$ cat src/rtl/cam_rgb565_capture.sv
// OV7670 RGB565 byte-stream capture, packing to RGB332 and writing y*X+x into the frame buffer.
// Optional build macro CAPTURE_TEST_PATTERN_EN replaces pixel data with four colour bars derived from x.
module cam_rgb565_capture #(
   parameter int CAM_SCREEN_X = 320,
   parameter int CAM_SCREEN_Y = 240,
   parameter int AW           = 17,
   parameter int DW           = 8
) (
   input  logic          clk,
   input  logic          rst,
   input  logic          cam_vsync,
   input  logic          cam_href,
   input  logic [7:0]    cam_data,
   input  logic          capture_en,
   output logic [AW-1:0] mem_addr,
   output logic [DW-1:0] mem_data,
   output logic          mem_we,
   output logic          frame_done,
   output logic          capture_busy,
   output logic          overflow
);

   localparam int CW = 10;
   localparam logic [CW-1:0] X_LIM  = CW'(CAM_SCREEN_X);
   localparam logic [CW-1:0] Y_LIM  = CW'(CAM_SCREEN_Y);
   localparam logic [AW-1:0] X_STEP = AW'(CAM_SCREEN_X);

   typedef enum logic [1:0] {IDLE, SYNC, ACTIVE, DONE} state_t;

   state_t        state;
   logic [CW-1:0] x;
   logic [CW-1:0] y;
   logic [AW-1:0] line_base;
   logic          phase;
   logic          href_p0;
   logic [5:0]    byte0_p0;
   logic [DW-1:0] pixel;

   function automatic logic [CW-1:0] sat_inc(input logic [CW-1:0] v);
      return (v == '1) ? v : v + CW'(1);
   endfunction

`ifdef CAPTURE_TEST_PATTERN_EN
   localparam logic [CW-1:0] BAR1 = CW'(CAM_SCREEN_X / 4);
   localparam logic [CW-1:0] BAR2 = CW'(CAM_SCREEN_X / 2);
   localparam logic [CW-1:0] BAR3 = CW'((3 * CAM_SCREEN_X) / 4);

   function automatic logic [DW-1:0] bar_colour(input logic [CW-1:0] xp);
      if (xp < BAR1)      return DW'(8'hE0);
      else if (xp < BAR2) return DW'(8'h1C);
      else if (xp < BAR3) return DW'(8'h03);
      else                return DW'(8'hFF);
   endfunction

   assign pixel = bar_colour(x);
`else
   // byte0 is stored pre-trimmed to R[7:5] and G-high[2:0]; byte1 contributes B[4:3]
   function automatic logic [DW-1:0] pack_pixel(input logic [5:0] b0, input logic [1:0] b1);
      return DW'({b0, b1});
   endfunction

   assign pixel = pack_pixel(byte0_p0, cam_data[4:3]);
`endif

   always_ff @(posedge clk or negedge rst) begin
      if (!rst) begin
         state        <= IDLE;
         x            <= '0;
         y            <= '0;
         line_base    <= '0;
         phase        <= 1'b0;
         href_p0      <= 1'b0;
         byte0_p0     <= '0;
         mem_addr     <= '0;
         mem_data     <= '0;
         mem_we       <= 1'b0;
         frame_done   <= 1'b0;
         capture_busy <= 1'b0;
         overflow     <= 1'b0;
      end else begin
         mem_we       <= 1'b0;
         frame_done   <= 1'b0;
         capture_busy <= (state == SYNC) || (state == ACTIVE);
         case (state)
            IDLE: begin
               href_p0 <= 1'b0;
               if (capture_en && cam_vsync) state <= SYNC;
            end
            SYNC: begin
               x         <= '0;
               y         <= '0;
               line_base <= '0;
               phase     <= 1'b0;
               href_p0   <= 1'b0;
               overflow  <= 1'b0;
               if (!cam_vsync) state <= ACTIVE;
            end
            ACTIVE: begin
               // any VSYNC high here is a rise, since ACTIVE is only entered with VSYNC low
               if (cam_vsync) begin
                  phase <= 1'b0;
                  state <= DONE;
               end else begin
                  href_p0 <= cam_href;
                  if (cam_href) begin
                     if (!phase) begin
                        byte0_p0 <= {cam_data[7:5], cam_data[2:0]};
                        phase    <= 1'b1;
                     end else begin
                        phase <= 1'b0;
                        x     <= sat_inc(x);
                        if (x < X_LIM && y < Y_LIM) begin
                           mem_we   <= 1'b1;
                           mem_addr <= line_base + AW'(x);
                           mem_data <= pixel;
                        end else begin
                           overflow <= 1'b1;
                        end
                     end
                  end else if (href_p0) begin
                     phase <= 1'b0;
                     if (x != '0) begin
                        y <= sat_inc(y);
                        if (y < Y_LIM) line_base <= line_base + X_STEP;
                     end
                     x <= '0;
                  end
               end
            end
            DONE: begin
               frame_done <= 1'b1;
               state      <= IDLE;
            end
            default: state <= IDLE;
         endcase
      end
   end

endmodule

$ cat config.mk
export PLATFORM = sky130hd
export DESIGN_NAME = cam_rgb565_capture
export DESIGN_NICKNAME = d
export VERILOG_FILES = /design/src/rtl/cam_rgb565_capture.sv
export SDC_FILE = /design/constraint.sdc
export NUM_CORES = 1
export LEC_CHECK = 0
export CORE_ASPECT_RATIO = 0.9
export CORE_MARGIN = 5
export CORE_UTILIZATION = 45
export CTS_CLUSTER_DIAMETER = 150
export DETAILED_ROUTE_END_ITERATION = 10
export PLACE_DENSITY = 0.66
export SLEW_MARGIN = 15
export SYNTH_ARGS = -nofsm -noshare
export SYNTH_HDL_FRONTEND = slang
export SYNTH_SLANG_ARGS = --single-unit
$ cat constraint.sdc
create_clock -name clk -period 3.2 [get_ports clk]
set_clock_uncertainty 0.15 [all_clocks]
set_input_delay 0.32 -clock clk [delete_from_list [all_inputs] [get_ports clk]]
set_output_delay 0.32 -clock clk [all_outputs]
set_load 0.005 [all_outputs]
# == Word level (Yosys, flattened, before mapping) ==
# Cells that the tools add are included.
# totals
latchBits,0
mem_bits_ro,0
mem_count,0
output_inout_bits,29
reg_bits,76
ram_bits,0
input_bits,13
word_cells,99
# classes
n_div,0
n_shift,0
bitwise,2
n_mul,0
n_mux,40
n_eq_ne,21
addsub,4
n_reduce_logical,17
order_cmp,2
# op_table
op,count
$mux W10,10
$mux W17,5
$pmux W10 S2,2
$pmux W17 S2,1
$add A10 B1 Y10 const B,2
$eq A10 B10 Y1 const B,2
$ne A2 B2 Y1 const B,10
$add A17 B10 Y17,1
$add A17 B9 Y17 const B,1
$mux W1,15
$reduce_and A5 Y1,3
$reduce_and A6 Y1,2
$lt A10 B8 Y1 const B,1
$lt A10 B9 Y1 const B,1
$reduce_bool A10 Y1,1
$ne A3 B3 Y1 const B,3
$pmux W2 S4,1
$mux W2,3
$pmux W1 S2,3
$eq A2 B2 Y1 const B,2
$ne A2 B1 Y1 const B,2
$ne A4 B4 Y1 const B,1
$reduce_and A2 Y1,2
$reduce_and A4 Y1,1
other kinds (8),11

# == Logic depth before layout (Yosys ltp) ==
# Gate-level depths: netlist (run 1).
# logic_depth
depth_word,7
mapped_depth,9

# == Least setup slack after synthesis (run 1) ==
# No wires, ideal clock.
# synth_timing
path_kind,register to register
from,register y[4]
to,register mem_addr[3]
setup_ns,0.127
path_slack_ns,0.943
required_time_ns,2.923
arrival_time_ns,1.979
stages_incl_launch_ff,7
cell_sequence,dfrtp_1 and4_1 buf_6 nand4bb_4 nor4_4 buf_6 mux2_1
# synth_via
elab_chain_cells,3
# synth_rtl
item,line_no,rtl
start: declaration,32,logic [CW-1:0] y;
start signal: assignment,123,y <= sat_inc(y);
$lt A10 B8 Y1,112,if (x < X_LIM && y < Y_LIM) begin
$logic_and A1 B1 Y1,112,
$reduce_and A5 Y1 (no source line),n/a,
end signal: assignment,114,mem_addr <= line_base + AW'(x);
end: declaration,15,"output logic [AW-1:0] mem_addr,"
# No other way between the ends.
# A chain may end at the register's enable or synchronous reset.

# == Worst setup path after layout (run 1) ==
# layout_timing
from,register state[0]
to,register line_base[16]
# layout_via
elab_chain_cells,3
elab_cells_between_ends,10
classes_between,7 x eq/ne; 1 x mux; 2 x reduce/logical
# layout_rtl
item,line_no,rtl
start: declaration,30,state_t state;
start signal: assignment,67,state <= IDLE;
start signal: assignment,87,if (capture_en && cam_vsync) state <= SYNC;
start signal: assignment,96,if (!cam_vsync) state <= ACTIVE;
$eq A2 B2 Y1 / $eq A2 B1 Y1 (equally long branches),84,case (state)
$ne A2 B1 Y1 (no source line) (tied with other cells),n/a,
$reduce_and A6 Y1 (no source line),n/a,
end signal: assignment,124,if (y < Y_LIM) line_base <= line_base + X_STEP;
end: declaration,33,logic [AW-1:0] line_base;
# Parallel ways exist; a longest one is shown, timed or not.

==> results of run 1 <==
## worst min path at each step
stage | cells after the start | slack, ns | start | to
detailed placement | 2 | 0.23 | rst | mem_addr[2]
floorplan | 0 | -0.13 | rst | byte0_p0[0]
global placement | 2 | 0.22 | rst | mem_addr[1]
finish | 1 | 0.32 | y[7] | y[7]
global route | 1 | 0.35 | y[7] | y[7]
CTS | 1 | 0.33 | y[7] | y[7]
## Yosys cell counts, types with 5 or more instances
| cell type | n |
|---|---|
| sky130_fd_sc_hd__nor3_1 | 5 |
| sky130_fd_sc_hd__and3_1 | 6 |
| sky130_fd_sc_hd__nand2b_1 | 5 |
| sky130_fd_sc_hd__mux2_2 | 14 |
| sky130_fd_sc_hd__inv_1 | 10 |
| sky130_fd_sc_hd__mux2_1 | 6 |
| sky130_fd_sc_hd__or3_1 | 5 |
| sky130_fd_sc_hd__dfrtp_1 | 70 |
| sky130_fd_sc_hd__and4_1 | 5 |
| sky130_fd_sc_hd__xor2_1 | 11 |
| sky130_fd_sc_hd__a21oi_1 | 24 |
| sky130_fd_sc_hd__nand3_1 | 16 |
| sky130_fd_sc_hd__o21ai_0 | 24 |
| sky130_fd_sc_hd__nor2_1 | 33 |
| sky130_fd_sc_hd__nand2_1 | 20 |
| sky130_fd_sc_hd__clkbuf_1 | 5 |
| sky130_fd_sc_hd__o31ai_1 | 8 |
| sky130_fd_sc_hd__ha_1 | 15 |
| sky130_fd_sc_hd__xnor2_1 | 11 |
| sky130_fd_sc_hd__nand4_1 | 14 |
## report_power, final
group	leakage [nW]	switching, W	internal (W)	total [W]
Sequential	0.941	0.000154	0.00111	0.00126
Combinational	0.840	0.000540	0.000516	0.00106
Clock	0.116	0.000331	0.000482	0.000813
Total	1.90	0.00102	0.00210	0.00313
## cells by family (layout without fill, tap and decap cells)
| family | after synthesis | after routing | synth area share |
|---|---|---|---|
| simple gates | 125 | 125 | 0.1893 |
| other cells | 1 | 1 | 0.001037 |
| buf+inv | 22 | 75 | 0.02941 |
| compound gates | 75 | 75 | 0.1256 |
| flops | 70 | 70 | 0.4844 |
| xor+xnor | 22 | 22 | 0.05329 |
| mux | 21 | 21 | 0.06505 |
| fa+ha+maj | 15 | 15 | 0.05190 |
## layer usage
metal,up-vias,share of wire
li1,1377,-
met1,1372,0.49
met2,56,0.46
met3,4,0.042
met4,0,0.0076
met5,-,0
## through the flow
stage,cells,power (W)
finish,503,0.003128
global placement,486,0.002302
detailed placement,486,0.002341
floorplan,351,0.001851
global route,503,0.003369
CTS,503,0.003164
## worst max-delay path: stages, from the launching register on
cell and delay (ns):
sky130_fd_sc_hd__dfrtp_1 0.41, sky130_fd_sc_hd__inv_1 0.13, sky130_fd_sc_hd__ha_1 0.33, sky130_fd_sc_hd__nand2b_1 0.17, sky130_fd_sc_hd__o21ai_2 0.39, sky130_fd_sc_hd__nand3_1 0.31
sky130_fd_sc_hd__or4_1 0.53, sky130_fd_sc_hd__a21oi_1 0.15
## flip-flops by register name (all words and copies together), names as in the netlist
| register | flops |
|---|---|
| y | 10 |
| mem_addr | 17 |
| x | 10 |
| mem_data | 8 |
| capture_busy | 1 |
| byte0_p0 | 6 |
| href_p0 | 1 |
| frame_done | 1 |
| mem_we | 1 |
| state | 2 |
| overflow | 1 |
| line_base | 11 |
| phase | 1 |
## layout make-up
cell class / count / area (µm²)
Fill cell: 701 / 3571
Multi-Input combinational cell: 259 / 1758
Sequential cell: 70 / 1752
Timing Repair Buffer: 48 / 473.0
Clock buffer: 11 / 151.4
Tap cell: 99 / 123.9
Clock inverter: 5 / 81.33
Inverter: 11 / 41.29
==> qor_table.md, run 1 <==
| Result | This run |
|:---|:---|
| # DRC | 0 |
| Vias in the first global route | 2,748 |
| Number of antenna-violating nets in the routed design | 0 |
| Highest-count cells in the layout ignoring fill and taps | sky130_fd_sc_hd__dfrtp_1, sky130_fd_sc_hd__clkdlybuf4s50_1, sky130_fd_sc_hd__nor2_1 |
| Number of placement rows | 31 |
| Root Buffer Master | sky130_fd_sc_hd__clkbuf_8 |
| Placed cell areas | 0.004138 mm² |
| Transition time at the pin with the least slew margin | 0.6724 ns |
| Top cell type's share of synthesized area | 0.4844 |
| Layout-stage area growth over the synthesis result | 21.14% |
| Antenna violations before repair | 0 |
| Endpoint required time on the critical path | 3.31 ns |
| Gate Count Post-Synth | 351 |
| Endpoints failing hold | 0 |
| Antenna diode count | 0 |
| Width of the die | 104.5 µm |
| Most frequently used flop master after synthesis | sky130_fd_sc_hd__dfrtp_1 |
| Half-perimeter wire length after detailed placement | 5389 µm |
| Register-to-register setup slack | 0.55 ns |
| GR Layer Usage met2 | 0.2495 |
| Number of sinks on the clock net | 70 |
| Upper clock frequency limit | 377.4 MHz |
| Maximum number of pins on one net before global-route repair | 71 |
| Critical Path Start Type | flop |
| Most Used Layer, Global Route | met2 |
| Wire length per cell | 15.36 µm |
| Total of endpoints with negative setup slack in the final report | 0 |
| Post-place setup slack | 0.4476 ns |
| TritonCTS buffer count | 9 |
| Leakage | 1.897 nW |
| Maximum VDD drop | 404.9 µV |
| Worst rel slew slack | 0.5487 |
| Leading cell type in the layout, fill and taps excluded | sky130_fd_sc_hd__dfrtp_1 |
| Arrival time worst endpoint | 2.76 ns |
| Portion of the post-synthesis area used by sequential elements | 0.4844 |
| Reg2Reg Capture Point | line_base[16] |
| Detailed-route vias per instance | 5.584 |
| Average instance area after synthesis | 10.30 µm² |
| Fraction of layout instances using a drive strength above 1 | 0.1015 |
| Result of the run | finished, final reports clean |
| Pins Over Slew Limit | 0 |
| Hold Worst Slack | 0.3242 ns |
| Core Box Area | 0.007951 mm² |
| Pre-Repair DR Iteration Count | 4 |
| Number of cells upsized or downsized after cts | 0 |
| Count of yosys warnings during synthesis | 0 |
| Depth of the worst register-to-register path | 7 |
| Critical path endpoint category | flop |
| Layout Utilization | 0.5509 |
| Total Die Area | 0.009931 mm² |
| Cts hold-fix bufs | 1 |
| Clock tree from TritonCTS | yes |
| Tightest Hold Check Type | reg2reg |
| Total power per unit cell area | 714.1 mW/mm² |
| Clock transition at path regs | 0.07 ns |
| Met1 track demand over resource | 0.2292 |
| Type of the worst setup path | reg2reg |
| Reported max-cap violation count | 0 |
| Iteration-0 DRC count of the detailed router | 109 |
| Count of nets after finishing | 427 |
| I/O Buffers | 41 |
| GRT Util Overall | 0.1636 |
| Reg-to-Reg Start | state[0] |
| Area of the mapped netlist | 0.003616 mm² |
| Area of all placed cells without fillers | 0.004380 mm² |
| Final Critical Period | 2.650 ns |
| Total overflow reported by the global router | 0 |
| Dominant cells by area after synthesis | sky130_fd_sc_hd__dfrtp_1, sky130_fd_sc_hd__ha_1, sky130_fd_sc_hd__mux2_2 |
| Maximum level of the CTS H-tree | 3 |
| Post-CTS setup buffer count | 0 |
| Start point of the critical path | state[0] |
| Max Buffers Root-to-Sink | 2 |
| Gp weighted congestion | 0.8415 |
| Sum of negative setup slack | 0 ns |
| Largest fanout on the critical path | 10 |
| Cell taking the most area after synthesis | sky130_fd_sc_hd__dfrtp_1 |
| Vert. Die Dim | 95.04 µm |
| RSZ-0062 raised after global routing | false |
| Met3 capacity usage during global routing | 0.04672 |
| Worst path setup slack after routing | 0.5500 ns |
| Global-route wire length before repair | 13,260 µm |
| Initial core utilization | 0.4548 |
| Worst-skew pair later-pin latency | 0.34 ns |
| Synth unique cells | 50 |
| Net count after synthesis | 379 |
| Total number of vias | 2,809 |
| Final wirelength | 7725 µm |
| Final period utilization | 0.8281 |
| Number of flip-flops and latches in the synthesized netlist | 70 |
| Capture point of the critical path | line_base[16] |
| Number of top-level pins | 42 |
| Count of flip-flops with a built-in enable after synthesis | 0 |
| Fraction of synthesis flops using an asynchronous set or reset pin | 1.000 |
(Power assumes the default switching activity.)
==> run 2: changes to the inputs <==
==> constraint.sdc (replaced) <==
create_clock -name clk -period 2.65 [get_ports clk]
set_clock_uncertainty 0.15 [all_clocks]
set_input_delay 0.265 -clock clk [delete_from_list [all_inputs] [get_ports clk]]
set_output_delay 0.265 -clock clk [all_outputs]
set_load 0.005 [all_outputs]
==> qor_table.md, run 2 (synthesized netlist as in run 1, its figures left out) <==
| Result | This run | Change |
|:---|:---|:---|
| Depth of the worst register-to-register path | 7 | unchanged |
| RSZ-0062 raised after global routing | false |  |
| Gp weighted congestion | 0.8010 | -4.8% |
| Final period utilization | 0.9016 | +0.07350 |
| Number of antenna-violating nets in the routed design | 0 | unchanged |
| Initial core utilization | 0.4548 | unchanged |
| Register-to-register setup slack | 0.26 ns | -0.29 ns |
| Clock tree from TritonCTS | yes |  |
| Highest-count cells in the layout ignoring fill and taps | sky130_fd_sc_hd__dfrtp_1, sky130_fd_sc_hd__clkdlybuf4s50_1, sky130_fd_sc_hd__nor2_1 |  |
| # DRC | 0 | unchanged |
| Result of the run | finished, final reports clean |  |
| Reg-to-Reg Start | state[0] |  |
| GRT Util Overall | 0.1660 | +0.002375 |
| Total power per unit cell area | 850.4 mW/mm² | +19% |
| Pre-Repair DR Iteration Count | 4 | unchanged |
| Max Buffers Root-to-Sink | 2 | unchanged |
| Worst rel slew slack | 0.6119 | +0.06317 |
| Half-perimeter wire length after detailed placement | 5523 µm | +2.5% |
| Global-route wire length before repair | 13,380 µm | +0.89% |
| Antenna diode count | 0 | unchanged |
| Leading cell type in the layout, fill and taps excluded | sky130_fd_sc_hd__dfrtp_1 |  |
| Final Critical Period | 2.389 ns | -0.2607 ns |
| Post-CTS setup buffer count | 0 | unchanged |
| Total Die Area | 0.009931 mm² | unchanged |
| Hold Worst Slack | 0.3309 ns | +0.006691 ns |
| Total design power | 0.003764 W | +20% |
| Transition time at the pin with the least slew margin | 0.5761 ns | -0.09633 ns |
| Total of endpoints with negative setup slack in the final report | 0 | unchanged |
| Number of sinks on the clock net | 70 | unchanged |
| Reg with most FFs | mem_addr |  |
| Critical path endpoint category | flop |  |
| Reported max-cap violation count | 0 | unchanged |
| Wire length per cell | 14.81 µm | -3.6% |
| Pins Over Slew Limit | 0 | unchanged |
| Sum of negative setup slack | 0 ns | unchanged |
| Upper clock frequency limit | 418.5 MHz | +11% |
| Maximum number of pins on one net before global-route repair | 37 | -48% |
| Total number of vias | 2,792 | -0.61% |
| Cell Count, Final, Fillers Out | 509 | +1.2% |
| Count of nets after finishing | 433 | +1.4% |
| Launch instance of the worst min-delay path | y[7] |  |
| Core Box Area | 0.007951 mm² | unchanged |
| Largest registers in the final layout | mem_addr: 17 flops, line_base: 11 flops |  |
| Maximum VDD drop | 517.1 µV | +28% |
| Vias in the first global route | 2,826 | +2.8% |
| TritonCTS buffer count | 9 | unchanged |
| Total overflow reported by the global router | 0 | unchanged |
| Vert. Die Dim | 95.04 µm | unchanged |
| Width of the die | 104.5 µm | unchanged |
| Number of cells on the worst hold path | 1 | unchanged |
| Largest register FFs | 17 | unchanged |
| Iteration-0 DRC count of the detailed router | 94 | -14% |
| Leakage | 1.922 nW | +1.3% |
| Fraction of layout instances using a drive strength above 1 | 0.1195 | +0.01803 |
| Endpoints failing hold | 0 | unchanged |
| Reg2Reg Capture Point | line_base[11] |  |
| Detailed-route vias per instance | 5.485 | -1.8% |
| Number of placement rows | 31 | unchanged |
| Worst-skew pair later-pin latency | 0.35 ns | about the same |
| Maximum level of the CTS H-tree | 3 | unchanged |
| Endpoint required time on the critical path | 2.79 ns | -0.52 ns |
| Arrival time worst endpoint | 2.52 ns | -0.24 ns |
| I/O Buffers | 41 | unchanged |
| Number of instances in the placed design | 492 | +1.2% |
| Layout-stage area growth over the synthesis result | 22.39% |  |
| Clock transition at path regs | 0.07 ns | about the same |
| Number of top-level pins | 42 | unchanged |
| Type of the worst setup path | reg2reg |  |
| Root Buffer Master | sky130_fd_sc_hd__clkbuf_8 |  |
| Final wirelength | 7539 µm | -2.4% |
| Tightest Hold Check Type | reg2reg |  |
| Critical Path Start Type | flop |  |
| Largest fanout on the critical path | 8 | -2 |
| Antenna violations before repair | 0 | unchanged |
| Sink of the worst hold path | y[7] |  |
[run 2: cell types whose count changed in the layout (fill, tap and decap cells not counted), sizes merged]
cell | before | now
buf | 7 | 13
clkbuf | 11 | 12
clkinvlp | 1 | 0
[run 2: repair_timing]
item                       4_1_cts  5_1_grt
hold endpoints to repair        70        0
setup endpoints to repair        0       15
resized for setup                0        4
hold buffers                     1        0
[run 2: power breakdown]
part	internal [W]	total (W)	switching [W]	leakage, nW
Sequential	0.00134	0.00152	0.000180	0.941
Combinational	0.000656	0.00131	0.000658	0.871
Clock	0.000553	0.000934	0.000381	0.110
[run 2: routing by layer]
layer	part of all wire	vias up	global-route usage
met1	0.49	1342	0.2263
met5	0	-	0
met2	0.44	59	0.2489
met3	0.055	12	0.05416
met4	0.018	0	0.05933
li1	-	1379	-
[run 2: how the worst max path moves through the flow]
stage / to / slack (ns) / start / cells past startpoint
detailed placement: line_base[16] / 0.15 / state[0] / 7
CTS: line_base[16] / 0.13 / state[0] / 7
global route: line_base[15] / 0.06 / state[0] / 7
floorplan: mem_addr[3] / 0.39 / y[4] / 6
global placement: line_base[16] / 0.25 / state[0] / 7
finish: line_base[11] / 0.26 / state[0] / 7
[run 2: final cells by class]
| cell class | count | area [µm²] |
|---|---|---|
| fill | 716 | 3526 |
| multi-input combinational | 259 | 1775 |
| sequential | 70 | 1752 |
| timing repair buffer | 54 | 518.0 |
| clock buffer | 12 | 145.1 |
| tap | 99 | 123.9 |
| clock inverter | 4 | 70.07 |
| inverter | 11 | 41.29 |
[run 2: worst max-delay path, stage by stage, from the launching register on]
cell	delay [ns]
sky130_fd_sc_hd__dfrtp_1	0.41
sky130_fd_sc_hd__inv_1	0.13
sky130_fd_sc_hd__ha_2	0.29
sky130_fd_sc_hd__nand2b_1	0.15
sky130_fd_sc_hd__o21ai_2	0.31
sky130_fd_sc_hd__nand4b_1	0.32
sky130_fd_sc_hd__or4_1	0.49
sky130_fd_sc_hd__nand3_1	0.08
[run 2: through the flow]
step / setup WS, ns / instance area [µm²] / utilization
after global placement: 0.2529 / 4183 / 0.5260
after CTS: 0.1311 / 4408 / 0.5544
after detailed placement: 0.1532 / 4183 / 0.5260
after global routing: 0.05522 / 4425 / 0.5566
after floorplan: 0.3932 / 3616 / -
final: 0.2607 / 4425 / 0.5566
